===== config.mk =====
export PLATFORM = sky130hd
export DESIGN_NAME = mux_scan_sel
export DESIGN_NICKNAME = d
export VERILOG_FILES = /design/src/rtl/mux_scan_pkg.sv /design/src/rtl/mux_nx1.sv /design/src/rtl/mux_scan_sel.sv
export SDC_FILE = /design/constraint.sdc
export NUM_CORES = 1
export LEC_CHECK = 0
export BUFFER_PORTS_ARGS = -buffer_cell sky130_fd_sc_hd__buf_2
export CAP_MARGIN = 20
export CORE_MARGIN = 2
export CORE_UTILIZATION = 49
export CTS_CLUSTER_DIAMETER = 60
export DETAILED_ROUTE_END_ITERATION = 7
export GPL_TIMING_DRIVEN = 0
export PLACE_DENSITY = 0.82
export SETUP_SLACK_MARGIN = 0.1
export SLEW_MARGIN = 20
export SYNTH_ARGS = -nofsm -noshare
export SYNTH_HDL_FRONTEND = slang
export SYNTH_SLANG_ARGS = --single-unit

===== constraint.sdc =====
create_clock -name clk -period 2.7 [get_ports clk]
set_input_delay 0.675 -clock clk [delete_from_list [all_inputs] [get_ports clk]]
set_output_delay 0.675 -clock clk [all_outputs]
set_load 0.02 [all_outputs]

===== src/rtl/mux_scan_pkg.sv =====
// Shared types, mode encodings and index arithmetic for the mux_scan_sel selector.
package mux_scan_pkg;

  typedef enum logic {MANUAL, SCAN} state_e;

  localparam logic MODE_MANUAL = 1'b0;
  localparam logic MODE_SCAN   = 1'b1;

  // Modular increment: idx+1, wrapping to 0 at n.
  function automatic int unsigned next_index(input int unsigned idx, input int unsigned n);
    return (idx + 1 >= n) ? 0 : idx + 1;
  endfunction

endpackage


===== src/rtl/mux_nx1.sv =====
// Combinational N-to-1 selector over a flattened bus; out-of-range select yields zero.
module mux_nx1 #(
  parameter int unsigned WIDTH  = 4,
  parameter int unsigned NUM_IN = 6,
  parameter int unsigned SEL_W  = $clog2(NUM_IN)
) (
  input  logic [SEL_W-1:0]        sel_i,
  input  logic [NUM_IN*WIDTH-1:0] din_i,
  output logic [WIDTH-1:0]        dout_o
);

  always_comb begin
    dout_o = '0;
    for (int unsigned k = 0; k < NUM_IN; k++) begin
      if (32'(sel_i) == k) dout_o = din_i[k*WIDTH +: WIDTH];
    end
  end

endmodule


===== src/rtl/mux_scan_sel.sv =====
// Registered N-to-1 selector with manual select and dwell-timed auto-scan.
// Optional MUX_SCAN_SKIP_EN adds skip_mask to skip channels while scanning.
module mux_scan_sel
  import mux_scan_pkg::*;
#(
  parameter int unsigned WIDTH   = 4,
  parameter int unsigned NUM_IN  = 6,
  parameter int unsigned SEL_W   = $clog2(NUM_IN),
  parameter int unsigned DWELL_W = 8
) (
  input  logic                    clk,
  input  logic                    rst_n,
  input  logic                    ena,
  input  logic                    mode,
  input  logic [SEL_W-1:0]        sel,
  input  logic [NUM_IN*WIDTH-1:0] din,
  input  logic [DWELL_W-1:0]      dwell,
`ifdef MUX_SCAN_SKIP_EN
  input  logic [NUM_IN-1:0]       skip_mask,
`endif
  output logic [WIDTH-1:0]        dout,
  output logic [SEL_W-1:0]        dout_sel,
  output logic                    dout_valid,
  output logic                    wrap
);

  state_e             state_q, state_d;
  logic [SEL_W-1:0]   idx_q, idx_d;
  logic [DWELL_W-1:0] cnt_q, cnt_d;
  logic [WIDTH-1:0]   dout_q, dout_d;
  logic               valid_q, valid_d;
  logic               wrap_q, wrap_d;

  logic               sel_legal;
  logic [SEL_W-1:0]   start_idx, entry_idx, adv_idx;
  logic               adv_wrap, all_masked;
  logic [WIDTH-1:0]   mux_dout;

  assign sel_legal = 32'(sel) < NUM_IN;
  assign start_idx = sel_legal ? sel : '0;

`ifdef MUX_SCAN_SKIP_EN
  // First unmasked channel at or after 'from' (strictly after when skip_self).
  function automatic logic [SEL_W-1:0] seek_free(input logic [SEL_W-1:0] from,
                                                 input logic skip_self);
    int unsigned cand;
    logic        found;
    seek_free = from;
    found     = 1'b0;
    cand      = skip_self ? next_index(32'(from), NUM_IN) : 32'(from);
    for (int unsigned k = 0; k < NUM_IN; k++) begin
      if (!found && !skip_mask[cand]) begin
        seek_free = SEL_W'(cand);
        found     = 1'b1;
      end
      cand = next_index(cand, NUM_IN);
    end
  endfunction

  assign all_masked = &skip_mask;
  assign entry_idx  = seek_free(start_idx, 1'b0);
  assign adv_idx    = seek_free(idx_q, 1'b1);
  assign adv_wrap   = adv_idx <= idx_q;
`else
  assign all_masked = 1'b0;
  assign entry_idx  = start_idx;
  assign adv_idx    = SEL_W'(next_index(32'(idx_q), NUM_IN));
  assign adv_wrap   = idx_q == SEL_W'(NUM_IN - 1);
`endif

  always_comb begin
    state_d = state_q;
    idx_d   = idx_q;
    cnt_d   = cnt_q;
    valid_d = 1'b1;
    wrap_d  = 1'b0;
    unique case (state_q)
      MANUAL: begin
        if (mode == MODE_SCAN) begin
          state_d = SCAN;
          cnt_d   = '0;
          idx_d   = entry_idx;
          valid_d = !all_masked;
        end else begin
          idx_d   = sel;
          valid_d = sel_legal;
        end
      end
      SCAN: begin
        if (mode == MODE_MANUAL) begin
          state_d = MANUAL;
          cnt_d   = '0;
          idx_d   = sel;
          valid_d = sel_legal;
        end else if (all_masked) begin
          valid_d = 1'b0;
        end else if (cnt_q == dwell) begin
          cnt_d  = '0;
          idx_d  = adv_idx;
          wrap_d = adv_wrap;
        end else begin
          // Free-running: a counter above a newly lowered dwell wraps through zero.
          cnt_d = cnt_q + DWELL_W'(1);
        end
      end
    endcase
    dout_d = valid_d ? mux_dout : '0;
  end

  mux_nx1 #(
    .WIDTH (WIDTH),
    .NUM_IN(NUM_IN),
    .SEL_W (SEL_W)
  ) u_mux (
    .sel_i (idx_d),
    .din_i (din),
    .dout_o(mux_dout)
  );

  always_ff @(posedge clk or negedge rst_n) begin
    if (!rst_n) begin
      state_q <= MANUAL;
      idx_q   <= '0;
      cnt_q   <= '0;
      dout_q  <= '0;
      valid_q <= 1'b0;
      wrap_q  <= 1'b0;
    end else if (ena) begin
      state_q <= state_d;
      idx_q   <= idx_d;
      cnt_q   <= cnt_d;
      dout_q  <= dout_d;
      valid_q <= valid_d;
      wrap_q  <= wrap_d;
    end else begin
      wrap_q  <= 1'b0;
    end
  end

  assign dout       = dout_q;
  assign dout_sel   = idx_q;
  assign dout_valid = valid_q;
  assign wrap       = wrap_q;

endmodule

---- Word level (Yosys, flattened, before mapping) ----
Index checks and enable logic that the tools add are counted.
word-level totals
  word-level logic and storage cells ...... 44
  flip-flop bits (word level) ............. 18
operators by class
  mux-type cells .......................... 23
  $add $sub $neg .......................... 2
  equal/unequal tests ..................... 8
  $lt $le $gt $ge ......................... 2
  reductions and logical operators ........ 2
  bitwise gates (word level) .............. 1
operators with widths
  kind                                                                count
  2-to-1 mux 4 bit                                                    7
  2-to-1 mux 8 bit                                                    3
  one-hot mux 8 bit (2 select lines)                                  1
  2-to-1 mux 3 bit                                                    5
  equality test 3 bit (second input constant)                         3
  adder 8 x 1 -> 8 bit (second input constant)                        1
  equality test 8 bit                                                 1
  equality test 3 x 2 -> 1 bit (second input constant)                2
  2-to-1 mux 1 bit                                                    6
  one-hot mux 3 bit (2 select lines)                                  1
  adder 3 x 1 -> 4 bit (second input constant)                        1
  greater-or-equal comparator 4 x 3 -> 1 bit (second input constant)  1
  equality test 3 x 1 -> 1 bit (second input constant)                1
  zero test 3 bit                                                     1
  < comparator 3 bit (second input constant)                          1
  != test 2 bit (second input constant)                               1
  AND reduction 2 bit                                                 1
  NOT 1 bit                                                           1

---- Longest topological paths before layout ----
Gate-level depths: netlist of the first run.
  word-level depth ........................ 14
  gate-level depth with buffers ........... 9
  gate-level depth less buffers ........... 8

---- Modules after synthesis ----
From an unflattened synthesis of the first run, not the netlist that was laid out.
second synthesis, totals
  cells, all modules ...................... 139
  area total of the unflattened synthesis .. 1,297.5 sq um
by module, submodules not included
  module        cells an instance  area each (sq um)  times used
  mux_scan_sel  116                1,092.3            1
  mux_nx1       23                 205.2              1

---- Worst setup path after synthesis of the first run ----
Ideal clock, no wire load.
  path type ............................... input port to flip-flop
  start ................................... input port dwell[2]
  end ..................................... register dout_q[3] (netlist: dout[3])
  setup time .............................. 122 ps
  data required time ...................... 2,578 ps
  data arrival time ....................... 2,353 ps
  cell stages on the path ................. 9
  path slack .............................. 225 ps
  buffers on the path ..................... 2
  cells stage by stage .................... xnor2_1 nand4_1 or2_0 buf_2 o311ai_4 buf_6 mux2i_1 o22ai_1 a2bb2oi_1
between the ends
  longest elaborated chain between the ends .. 12
ends and longest elaborated chain
  what                                  line                 source
  start, declared                       mux_scan_sel.sv:17   input logic [DWELL_W-1:0] dwell,
  equality test 8 bit *                 mux_scan_sel.sv:97   end else if (cnt_q == dwell) begin
  2-to-1 mux 3 bit *                    mux_scan_sel.sv:97
  2-to-1 mux 3 bit *                    mux_scan_sel.sv:90   if (mode == MODE_MANUAL) begin
  one-hot mux 3 bit (2 select lines) *  mux_scan_sel.sv:77   unique case (state_q)
  zero test 3 bit                       mux_nx1.sv:15        if (32'(sel_i) == k) dout_o = din_i[k*WIDTH +: WIDTH];
  2-to-1 mux 4 bit (5 in a row)         mux_nx1.sv:15
  2-to-1 mux 4 bit *                    mux_nx1.sv:15
  2-to-1 mux 4 bit *                    mux_scan_sel.sv:107  dout_d = valid_d ? mux_dout : '0;
  end signal, assigned                  mux_scan_sel.sv:132  dout_q <= dout_d;
  end, declared                         mux_scan_sel.sv:30   logic [WIDTH-1:0] dout_q, dout_d;
Every way passes the cells marked *; elsewhere a longest branch is shown, timed or not.
A chain may end at the register's enable or synchronous reset.

---- Worst setup path in the final report of the first run ----
  start ................................... register idx_q[0] (netlist: dout_sel[0])
  end ..................................... register dout_q[1] (netlist: dout[1])
between the ends
  longest elaborated chain between the ends .. 14
ends and longest elaborated chain
  what                                        line                 source
  start, declared                             mux_scan_sel.sv:28   logic [SEL_W-1:0] idx_q, idx_d;
  start signal, assigned                      mux_scan_sel.sv:130  idx_q <= idx_d;
  adder 3 x 1 -> 4 bit                        mux_scan_pkg.sv:11   return (idx + 1 >= n) ? 0 : idx + 1;
  greater-or-equal comparator 4 x 3 -> 1 bit  mux_scan_pkg.sv:11
  2-to-1 mux 3 bit                            mux_scan_pkg.sv:11
  2-to-1 mux 3 bit *                          mux_scan_sel.sv:97
  2-to-1 mux 3 bit *                          mux_scan_sel.sv:90
  one-hot mux 3 bit (2 select lines) *        mux_scan_sel.sv:77
  zero test 3 bit                             mux_nx1.sv:15
  2-to-1 mux 4 bit (5 in a row)               mux_nx1.sv:15
  2-to-1 mux 4 bit *                          mux_nx1.sv:15
  2-to-1 mux 4 bit *                          mux_scan_sel.sv:107
Marked as above.

==> results.json, run 1 <==
{
  "status": "complete, no violations",
  "critPathMaxStageDelay_ns": 0.47,
  "max-cap-violations": 0,
  "clk_pin_slew_ns": 0.11,
  "die_area_um2": 3051,
  "netlist_top_cells_area": "dfrtp_1 35%, mux2i_1 7.8%, o21ai_0 7.0%",
  "grt_use_met1": 0.2321,
  "reg2reg_from": "dout_sel[0]$_DFFE_PN0P_",
  "numCtsBuffers": 3,
  "cts_tree": "built",
  "min_path_type": "input port to async pin",
  "critical_path.cell_chain": "ha_1, xor2_1, a221o_2, nor4_2, a211oi_2, or2b_2, o32a_1, o21ai_0",
  "rr_endpoint": "dout[1]$_DFFE_PN0P_",
  "final_util": 0.6672,
  "cp-endpoint": "dout[1]$_DFFE_PN0P_",
  "hpwl_um": 2298,
  "antenna_found_initial": 0,
  "most-common-layout-cells": "48 x buf_2, 17 x o21ai_0, 17 x dfrtp_1, 10 x nand2_1, 10 x mux2i_1",
  "path_buf_inv": 0,
  "slew_headroom": 0.4621,
  "port_buffers": 47,
  "drtIter0Drc": 29,
  "insertion_delay_ns": 0.30,
  "place.gp.congestion": 0.7814,
  "met3_usage": 0.04684,
  "crit_start": "dout_sel[0]$_DFFE_PN0P_",
  "cp_max_fo": 6,
  "h-tree-depth": 1,
  "pre_cts_ws_ns": -0.1872,
  "grt_pass1_wl_um": 5195,
  "swShare": 0.3315,
  "ys_async_sr_fraction": 1.000,
  "yosysWarnings": 0,
  "skew_ns": 0.002284,
  "final_common_cell": "buf_2",
  "cellLeakagePower_nw": 0.7862,
  "synth.top_cell.area_share": 0.3502,
  "wl_um": 3000,
  "fin_crit_sh": 0.9186,
  "core.rowCount": 18,
  "postCtsHoldBufs": 0,
  "synth_flop_cell": "dfrtp_1",
  "p_sw_mw": 0.2505,
  "die_w_um": 55.24,
  "cts-root-buf": "clkbuf_4",
  "ys_types": 35,
  "p_int_mw": 0.5052,
  "vias_per_cell": 5.478,
  "synth.cell_area_um2": 1286,
  "slew_viol_final": 0,
  "drc_errors": 0,
  "gr-usage-all-layers": 0.2064,
  "io_pins": 48,
  "diodes": 0,
  "required_ns": 2.92,
  "tightestPinTransition_ns": 0.7984,
  "area_growth_pct": 28.50,
  "critical_path_depth": 8,
  "reg2reg_slack_ns": 0.22,
  "ctsLongestPathBuffers": 2,
  "fin_nets": 239,
  "clock.fmax_mhz": 403.2,
  "yosysSeqAreaShare": 0.3502,
  "synth_top_area_cell": "dfrtp_1",
  "gr-max-usage-layer": "met2",
  "reg2reg_depth": 8,
  "slowest_stage": "dfrtp_2",
  "overflow": 0,
  "fin_ws_ns": 0.2199,
  "period_minus_slack_ns": 2.480,
  "seqPwrFrac": 0.424,
  "synth_cells": 139,
  "die_h_um": 55.24,
  "use_met2": 0.3827,
  "grt_pass1_vias": 1247,
  "finalSetupViolCount": 0,
  "core_um2": 2477,
  "final_hold_viol_count": 0,
  "critPathTopFamily": "compound AO/OA/AOI/OAI gates",
  "rsz0062_at_grt": "false",
  "synth-edff-count": 0,
  "ir_drop_mv": 0.3557,
  "regArea_um2": 451.7,
  "p_per_area_nw_per_um2": 457.2,
  "drive_gt1_frac": 0.3776,
  "p_clk_frac": 0.228,
  "postRouteAntennaNets": 0,
  "drt_pass1_iterations": 4,
  "wl_per_cell_um": 13.27,
  "syn_avg_cell_area_um2": 9.253,
  "multi_input_area_um2": 778.2,
  "grt_max_degree": 19,
  "fillCellCount": 202,
  "crit_path_start_kind": "register",
  "route.vias.total": 1238,
  "p_total_mw": 0.7556,
  "initial_utilization": 0.5192,
  "setup.worst_path.class": "register to register",
  "crit_arrival_ns": 2.70,
  "worstSetupEndpointType": "register",
  "combPwrFrac": 0.349,
  "cts_sinks": 18,
  "ys_ff_latch": 18,
  "syn_nets": 181
}
-- cells by family after synthesis --
group / synth area share
AND/OR/NAND/NOR: 0.1732
AO/OA/AOI/OAI: 0.2169
XOR/XNOR: 0.08172
buffers and inverters: 0.05350
multiplexers: 0.09533
adder cells (fa/ha/maj): 0.02919
flip-flops: 0.3502
-- synthesized netlist by cell type (5+ instances only) --
cell type,n
dfrtp_1,18
o21ai_0,18
mux2i_1,10
nand2_1,10
xnor2_1,9
nand2b_1,7
nor2_1,7
inv_1,6
nand3_1,5
-- power groups by stage --
| stage | Sequential [mW] | Combinational, mW | Clock, mW |
|---|---|---|---|
| 2_1_floorplan | 0.348 | 0.142 | 0 |
| 3_3_place_gp | 0.324 | 0.241 | 0 |
| 3_5_place_dp | 0.325 | 0.251 | 0 |
| 4_1_cts | 0.319 | 0.251 | 0.177 |
| 5_1_grt | 0.325 | 0.291 | 0.189 |
| 6_report | 0.320 | 0.264 | 0.172 |
-- per-stage QoR --
stage / hold slack, ns / setup TNS, ns / std cells / instance area [µm²]
2_1_floorplan: 0.3794 / 0 / 139 / 1286
3_3_place_gp: 0.5222 / -0.2282 / 216 / 1559
3_5_place_dp: 0.5247 / -0.6436 / 216 / 1559
4_1_cts: 0.2907 / 0 / 220 / 1595
5_1_grt: 0.3027 / 0 / 226 / 1653
6_report: 0.2884 / 0 / 226 / 1653
-- how the worst min path moves through the flow --
stage | from | cells past startpoint | end | slack, ns
2_1_floorplan | rst_n | 0 | cnt_q[0]$_DFFE_PN0P_ | 0.38
3_3_place_gp | dout_valid$_DFFE_PN0P_ | 2 | dout_valid$_DFFE_PN0P_ | 0.52
3_5_place_dp | dout_valid$_DFFE_PN0P_ | 2 | dout_valid$_DFFE_PN0P_ | 0.52
4_1_cts | rst_n | 1 | cnt_q[3]$_DFFE_PN0P_ | 0.29
5_1_grt | rst_n | 1 | cnt_q[3]$_DFFE_PN0P_ | 0.30
6_report | rst_n | 1 | cnt_q[3]$_DFFE_PN0P_ | 0.29
-- state kept, by name, indices dropped and copies added, names as in the netlist --
name,flops
dout_valid,1
cnt_q,8
dout,4
dout_sel,3
state_q,1
wrap,1
-- timing repair --
action / 4_1_cts / 5_1_grt
resized for setup: 0 / 4
endpoints found under the setup margin: 0 / 4
endpoints found under the hold margin: 0 / 0
buffers inserted: 0 / 6
-- layout make-up --
cell class                 instances  share of cell area
sequential                        18              0.2733
timing repair buffer              53              0.1696
clock buffer                       4             0.02195
tap                               30             0.02271
buffer                             6             0.02801
multi-input combinational        109              0.4709
inverter                           6             0.01363
-- per-layer routing --
| layer | wire length, µm | up-vias |
|---|---|---|
| met3 | 174 | 4 |
| li1 | - | 617 |
| met2 | 1559 | 39 |
| met5 | 0 | - |
| met4 | 40 | 0 |
| met1 | 1225 | 578 |
-- worst register-to-register path: cells and delay by family, from the launching register on --
family,cells,cell delay (ns)
AO/OA/AOI/OAI,4,0.95
AND/OR/NAND/NOR,2,0.56
flip-flops,1,0.47
adder cells (fa/ha/maj),1,0.25
XOR/XNOR,1,0.15
Power figures use the tool's default switching activity.
==> inputs of run 2 (changes only) <==
==> constraint.sdc (replaced) <==
create_clock -name clk -period 2.7 [get_ports clk]
set_input_delay 0.135 -clock clk [delete_from_list [all_inputs] [get_ports clk]]
set_output_delay 0.135 -clock clk [all_outputs]
set_load 0.02 [all_outputs]
==> run 2 against run 1 <==
Die area stayed put; design area rose by 0.61%; sequential share of layout area is 0.16 points lower; combinational power is essentially flat; core utilization up 0.40 points; maximum frequency barely moved; first-iteration DRC count fell by 21%; count of clock-buffer cells in the layout unchanged; critical path depth is the same; non-clock buffer count increased by 1; sequential cell count unchanged; global-route usage is 0.099 points higher; largest cell class unchanged; highest routed layer unchanged.
==> results.json, run 2 (same netlist as run 1, synthesis figures left out) <==
{
  "numCtsBuffers": 3,
  "area_growth_pct": 29.28,
  "met3_usage": 0.04450,
  "die_w_um": 55.24,
  "hpwl_um": 2298,
  "wl_per_cell_um": 13.27,
  "critPathMaxStageDelay_ns": 0.47,
  "final_hold_viol_count": 0,
  "min_path_type": "input port to register",
  "finalSetupViolCount": 0,
  "die_area_um2": 3051,
  "cts_sinks": 18,
  "drive_gt1_frac": 0.3756,
  "critPathTopFamily": "compound AO/OA/AOI/OAI gates",
  "crit_arrival_ns": 2.70,
  "path_buf_inv": 0,
  "placed_cell_area_um2": 1559,
  "drt_pass1_iterations": 4,
  "min_path_cells": 3,
  "route.vias.total": 1242,
  "crit_path_start_kind": "register",
  "use_met2": 0.3861,
  "cp_max_fo": 6,
  "largest_register": "cnt_q",
  "cts-root-buf": "clkbuf_4",
  "fin_nets": 240,
  "die_h_um": 55.24,
  "place.gp.congestion": 0.7814,
  "antenna_found_initial": 0,
  "multi_input_area_um2": 778.2,
  "slew_headroom": 0.4621,
  "slowest_stage": "dfrtp_2",
  "setup_tns_ns": 0,
  "h-tree-depth": 1,
  "drc_errors": 0,
  "setup.worst_path.class": "register to register",
  "fin_area_um2": 1663,
  "clock.fmax_mhz": 403.2,
  "fillCellCount": 201,
  "status": "complete, no violations",
  "min_to": "wrap$_DFF_PN0_",
  "wl_um": 3012,
  "ctsLongestPathBuffers": 2,
  "clk_pin_slew_ns": 0.11,
  "diodes": 0,
  "largest_reg_flops": 8,
  "reg2reg_depth": 8,
  "drtIter0Drc": 23,
  "cts_tree": "built",
  "gr-max-usage-layer": "met2",
  "period_minus_slack_ns": 2.480,
  "reg2reg_slack_ns": 0.22,
  "max-cap-violations": 0,
  "port_buffers": 47,
  "grt_pass1_vias": 1256,
  "worstSetupEndpointType": "register",
  "cellLeakagePower_nw": 0.7904,
  "reg2reg_from": "dout_sel[0]$_DFFE_PN0P_",
  "required_ns": 2.92,
  "core.rowCount": 18,
  "grt_use_met1": 0.2336,
  "postRouteAntennaNets": 0,
  "insertion_delay_ns": 0.30,
  "whs_ns": 0.1250,
  "hp-start": "mode",
  "vias_per_cell": 5.471,
  "p_per_area_nw_per_um2": 455.1,
  "grt_max_degree": 19,
  "final_common_cell": "buf_2",
  "core_um2": 2477,
  "gr-usage-all-layers": 0.2074,
  "grt_pass1_wl_um": 5223,
  "ir_drop_mv": 0.3557,
  "initial_utilization": 0.5192,
  "fin_crit_sh": 0.9186,
  "rsz0062_at_grt": "false",
  "critical_path.cell_chain": "ha_1, xor2_1, a221o_2, nor4_2, a211oi_2, or2b_2, o32a_1, o21ai_0",
  "overflow": 0,
  "tightestPinTransition_ns": 0.7984,
  "most-common-layout-cells": "48 x buf_2, 17 x o21ai_0, 17 x dfrtp_1, 10 x nand2_1, 10 x mux2i_1",
  "regArea_um2": 451.7,
  "slew_viol_final": 0,
  "skew_ns": 0.002316,
  "rr_endpoint": "dout[1]$_DFFE_PN0P_",
  "io_pins": 48
}
run 2: where the power goes:
group	internal (mW)	switching [mW]
Combinational	0.128	0.136
Clock	0.0823	0.0897
Sequential	0.296	0.0245
Total	0.506	0.251
run 2: what timing repair did:
| action | in CTS | in global routing |
|---|---|---|
| hold endpoints to repair | 18 | 0 |
| buffers inserted | 0 | 6 |
| gates resized for setup | 0 | 4 |
| hold buffers | 1 | 0 |
| endpoints found under the setup margin | 0 | 4 |
run 2: stage by stage:
stage	std cells	total power, mW	utilization	worst slack [ns]
after floorplan	139	0.4897	-	0.2654
after global placement	216	0.5652	0.6293	0.2442
after detailed placement	216	0.5752	0.6293	0.1655
after CTS	221	0.7485	0.6480	0.1605
after global routing	227	0.8061	0.6712	0.1274
final	227	0.7568	0.6712	0.2198
run 2: how the worst max path moves through the flow:
stage / from / end / depth (start not counted)
after floorplan: dout_sel[0]$_DFFE_PN0P_ / dout[3]$_DFFE_PN0P_ / 8
after global placement: dout_sel[0]$_DFFE_PN0P_ / dout[3]$_DFFE_PN0P_ / 8
after detailed placement: dout_sel[0]$_DFFE_PN0P_ / dout[3]$_DFFE_PN0P_ / 8
after CTS: cnt_q[2]$_DFFE_PN0P_ / dout[3]$_DFFE_PN0P_ / 9
after global routing: dout_sel[0]$_DFFE_PN0P_ / dout[2]$_DFFE_PN0P_ / 8
final: dout_sel[0]$_DFFE_PN0P_ / dout[1]$_DFFE_PN0P_ / 8
run 2: final cells by class:
type,instances,area share
Buffer,6,0.02784
Clock buffer,4,0.02182
Inverter,6,0.01354
Multi-Input combinational cell,109,0.4680
Sequential cell,18,0.2716
Tap cell,30,0.02257
Timing Repair Buffer,54,0.1746
run 2: worst min-delay path: stages:
cell and delay (ns):
buf_2 0.11, nand2_1 0.10, nor3_1 0.06
run 2: routing by layer:
layer,share of wire,up-vias
li1,-,619
met1,0.41,580
met2,0.52,39
met3,0.057,4
met4,0.013,0
met5,0,-
==> inputs of run 3 (changes only) <==
--- a/config.mk
+++ b/config.mk
@@ -12,8 +12,8 @@
 export CTS_CLUSTER_DIAMETER = 60
 export DETAILED_ROUTE_END_ITERATION = 7
 export GPL_TIMING_DRIVEN = 0
-export PLACE_DENSITY = 0.82
-export SETUP_SLACK_MARGIN = 0.1
+export PLACE_DENSITY = 0.88
+export SETUP_SLACK_MARGIN = 0.3
 export SLEW_MARGIN = 20
 export SYNTH_ARGS = -nofsm -noshare
 export SYNTH_HDL_FRONTEND = slang
==> run 3 against run 2 <==
Count of clock-buffer cells in the layout unchanged; cell count up 5.7%; sequential cell count unchanged; design area up 12%; sequential power about the same; non-clock buffer count up 13; combinational power up 27%; maximum frequency down 0.25%; first-iteration DRC count up 65%; total power up 10%; worst setup slack worse by 0.0062 ns.
==> results.json, run 3 (same netlist as run 1, synthesis figures left out) <==
{
  "status": "complete, no violations",
  "vias_per_cell": 5.742,
  "final_common_cell": "buf_2",
  "diodes": 0,
  "finalSetupViolCount": 0,
  "core_um2": 2477,
  "critical_path.cell_chain": "ha_4, xor2_2, a221o_2, o311ai_4, buf_6, mux2i_1, o22a_1, o21ai_0",
  "largest_register": "cnt_q",
  "core.rowCount": 18,
  "h-tree-depth": 1,
  "cp_max_fo": 6,
  "max-cap-violations": 0,
  "fin_crit_sh": 0.9209,
  "grt_pass1_wl_um": 5837,
  "insertion_delay_ns": 0.30,
  "cts_tree": "built",
  "crit_arrival_ns": 2.65,
  "io_pins": 48,
  "grt_pass1_vias": 1282,
  "cts_sinks": 18,
  "slowest_stage": "dfrtp_2",
  "wl_met1_um": 1494,
  "crit_path_start_kind": "register",
  "setup_tns_ns": 0,
  "place.gp.congestion": 0.7711,
  "final_hold_viol_count": 0,
  "stdcell_count": 240,
  "drtIter0Drc": 38,
  "clock.fmax_mhz": 402.2,
  "die_h_um": 55.24,
  "area_growth_pct": 44.46,
  "hpwl_um": 2437,
  "route.vias.total": 1378,
  "required_ns": 2.86,
  "skew_ns": 0.001713,
  "reg2reg_depth": 8,
  "most-common-layout-cells": "49 x buf_2, 16 x o21ai_0, 16 x buf_4, 14 x dfrtp_1, 10 x nand2_1",
  "critical_path_depth": 8,
  "critPathMaxStageDelay_ns": 0.47,
  "drc_errors": 0,
  "slew_headroom": 0.4933,
  "met3_length_um": 217,
  "drt_pass1_iterations": 4,
  "setup.worst_path.class": "register to register",
  "min_path_cells": 3,
  "tightestPinTransition_ns": 0.7522,
  "fillCellCount": 181,
  "wl_per_cell_um": 16.28,
  "p_per_area_nw_per_um2": 448.5,
  "routed.top_layer": "met4",
  "die_area_um2": 3051,
  "cellLeakagePower_nw": 0.8787,
  "overflow": 0,
  "worstSetupEndpointType": "register",
  "numCtsBuffers": 3,
  "clk_pin_slew_ns": 0.11,
  "min_path_type": "input port to register",
  "drive_gt1_frac": 0.4905,
  "postRouteAntennaNets": 0,
  "dr_wl_met2_um": 2094,
  "gr-usage-all-layers": 0.2362,
  "ctsLongestPathBuffers": 2,
  "ir_drop_mv": 0.4360,
  "path_buf_inv": 1,
  "die_w_um": 55.24,
  "fin_nets": 253,
  "rsz0062_at_grt": "true",
  "initial_utilization": 0.5192,
  "port_buffers": 47,
  "dp.cells": 216,
  "period_minus_slack_ns": 2.486,
  "critPathTopFamily": "compound AO/OA/AOI/OAI gates",
  "grt_max_degree": 19,
  "cts-root-buf": "clkbuf_4",
  "wl_um": 3906,
  "largest_reg_flops": 8,
  "slew_viol_final": 0,
  "antenna_found_initial": 0
}
## run 3: changes by cell type in the layout (fill, tap and decap cells not counted), moves of 2 or more
cell / delta
dfrtp_1: -3
o22ai_2: +2
or2b_4: +2
o22ai_1: -2
dfrtp_2: +3
buf_4: +10
xnor2_2: +2
ha_1: -2
mux2i_2: +4
xnor2_1: -2
or2b_2: -2
mux2i_1: -4
buf_6: +2
## run 3: worst reg2reg max path, stage by stage, from the launching register on
cell,delay (ns)
dfrtp_2,0.47
ha_4,0.19
xor2_2,0.13
a221o_2,0.40
o311ai_4,0.41
buf_6,0.17
mux2i_1,0.30
o22a_1,0.20
o21ai_0,0.07
## run 3: power breakdown
part / leakage [nW] / internal (mW) / switching, mW
Combinational: 0.630 / 0.165 / 0.172
Sequential: 0.228 / 0.296 / 0.0236
Clock: 0.0210 / 0.0823 / 0.0942
## run 3: area by class of cell
class	instances	area (µm²)	area share
plain buffers	6	46.29	0.02492
well taps	30	37.54	0.02020
clock buffers	4	36.28	0.01953
multi-input cells	109	867.1	0.4667
flip-flops and latches	18	455.4	0.2451
repair buffers	67	392.9	0.2114
inverters	6	22.52	0.01212
## run 3: per-stage QoR
stage | power [mW] | worst slack (ns) | util | instance area (µm²) | hold slack (ns)
2_1_floorplan | 0.4911 | 0.3114 | - | 1291 | -0.1606
3_3_place_gp | 0.5652 | 0.2566 | 0.6313 | 1564 | 0.08142
3_5_place_dp | 0.5785 | 0.1754 | 0.6313 | 1564 | 0.09085
4_1_cts | 0.7662 | 0.3018 | 0.6793 | 1683 | 0.1263
5_1_grt | 0.8731 | 0.1672 | 0.7500 | 1858 | 0.1387
6_report | 0.8333 | 0.2136 | 0.7500 | 1858 | 0.1302
## run 3: timing repair
item | 4_1_cts | 5_1_grt
cloned | 0 | 1
hold endpoints to repair | 18 | 0
hold buffers | 1 | 0
resized for setup | 4 | 20
setup endpoints to repair | 4 | 4
pin swaps | 3 | 7
setup buffers | 8 | 10
## run 3: path summary, 6_finish.rpt
kind                            slack [ns]                    start                 endpoint
worst min-delay path                  0.13                     mode           wrap$_DFF_PN0_
min in group asynchronous             0.29                    rst_n     cnt_q[5]$_DFFE_PN0P_
max in group asynchronous             2.09                    rst_n  dout_sel[0]$_DFFE_PN0P_
worst min register to register        0.54   dout_valid$_DFFE_PN0P_   dout_valid$_DFFE_PN0P_
worst max-delay path                  0.21  dout_sel[1]$_DFFE_PN0P_      dout[1]$_DFFE_PN0P_
worst max register to register        0.21  dout_sel[1]$_DFFE_PN0P_      dout[1]$_DFFE_PN0P_
## run 3: metal layers
layer | up-vias | GRT usage
met1 | 655 | 0.2925
met4 | 0 | 0.09059
li1 | 650 | -
met2 | 63 | 0.4150
met3 | 10 | 0.03044
met5 | - | 0
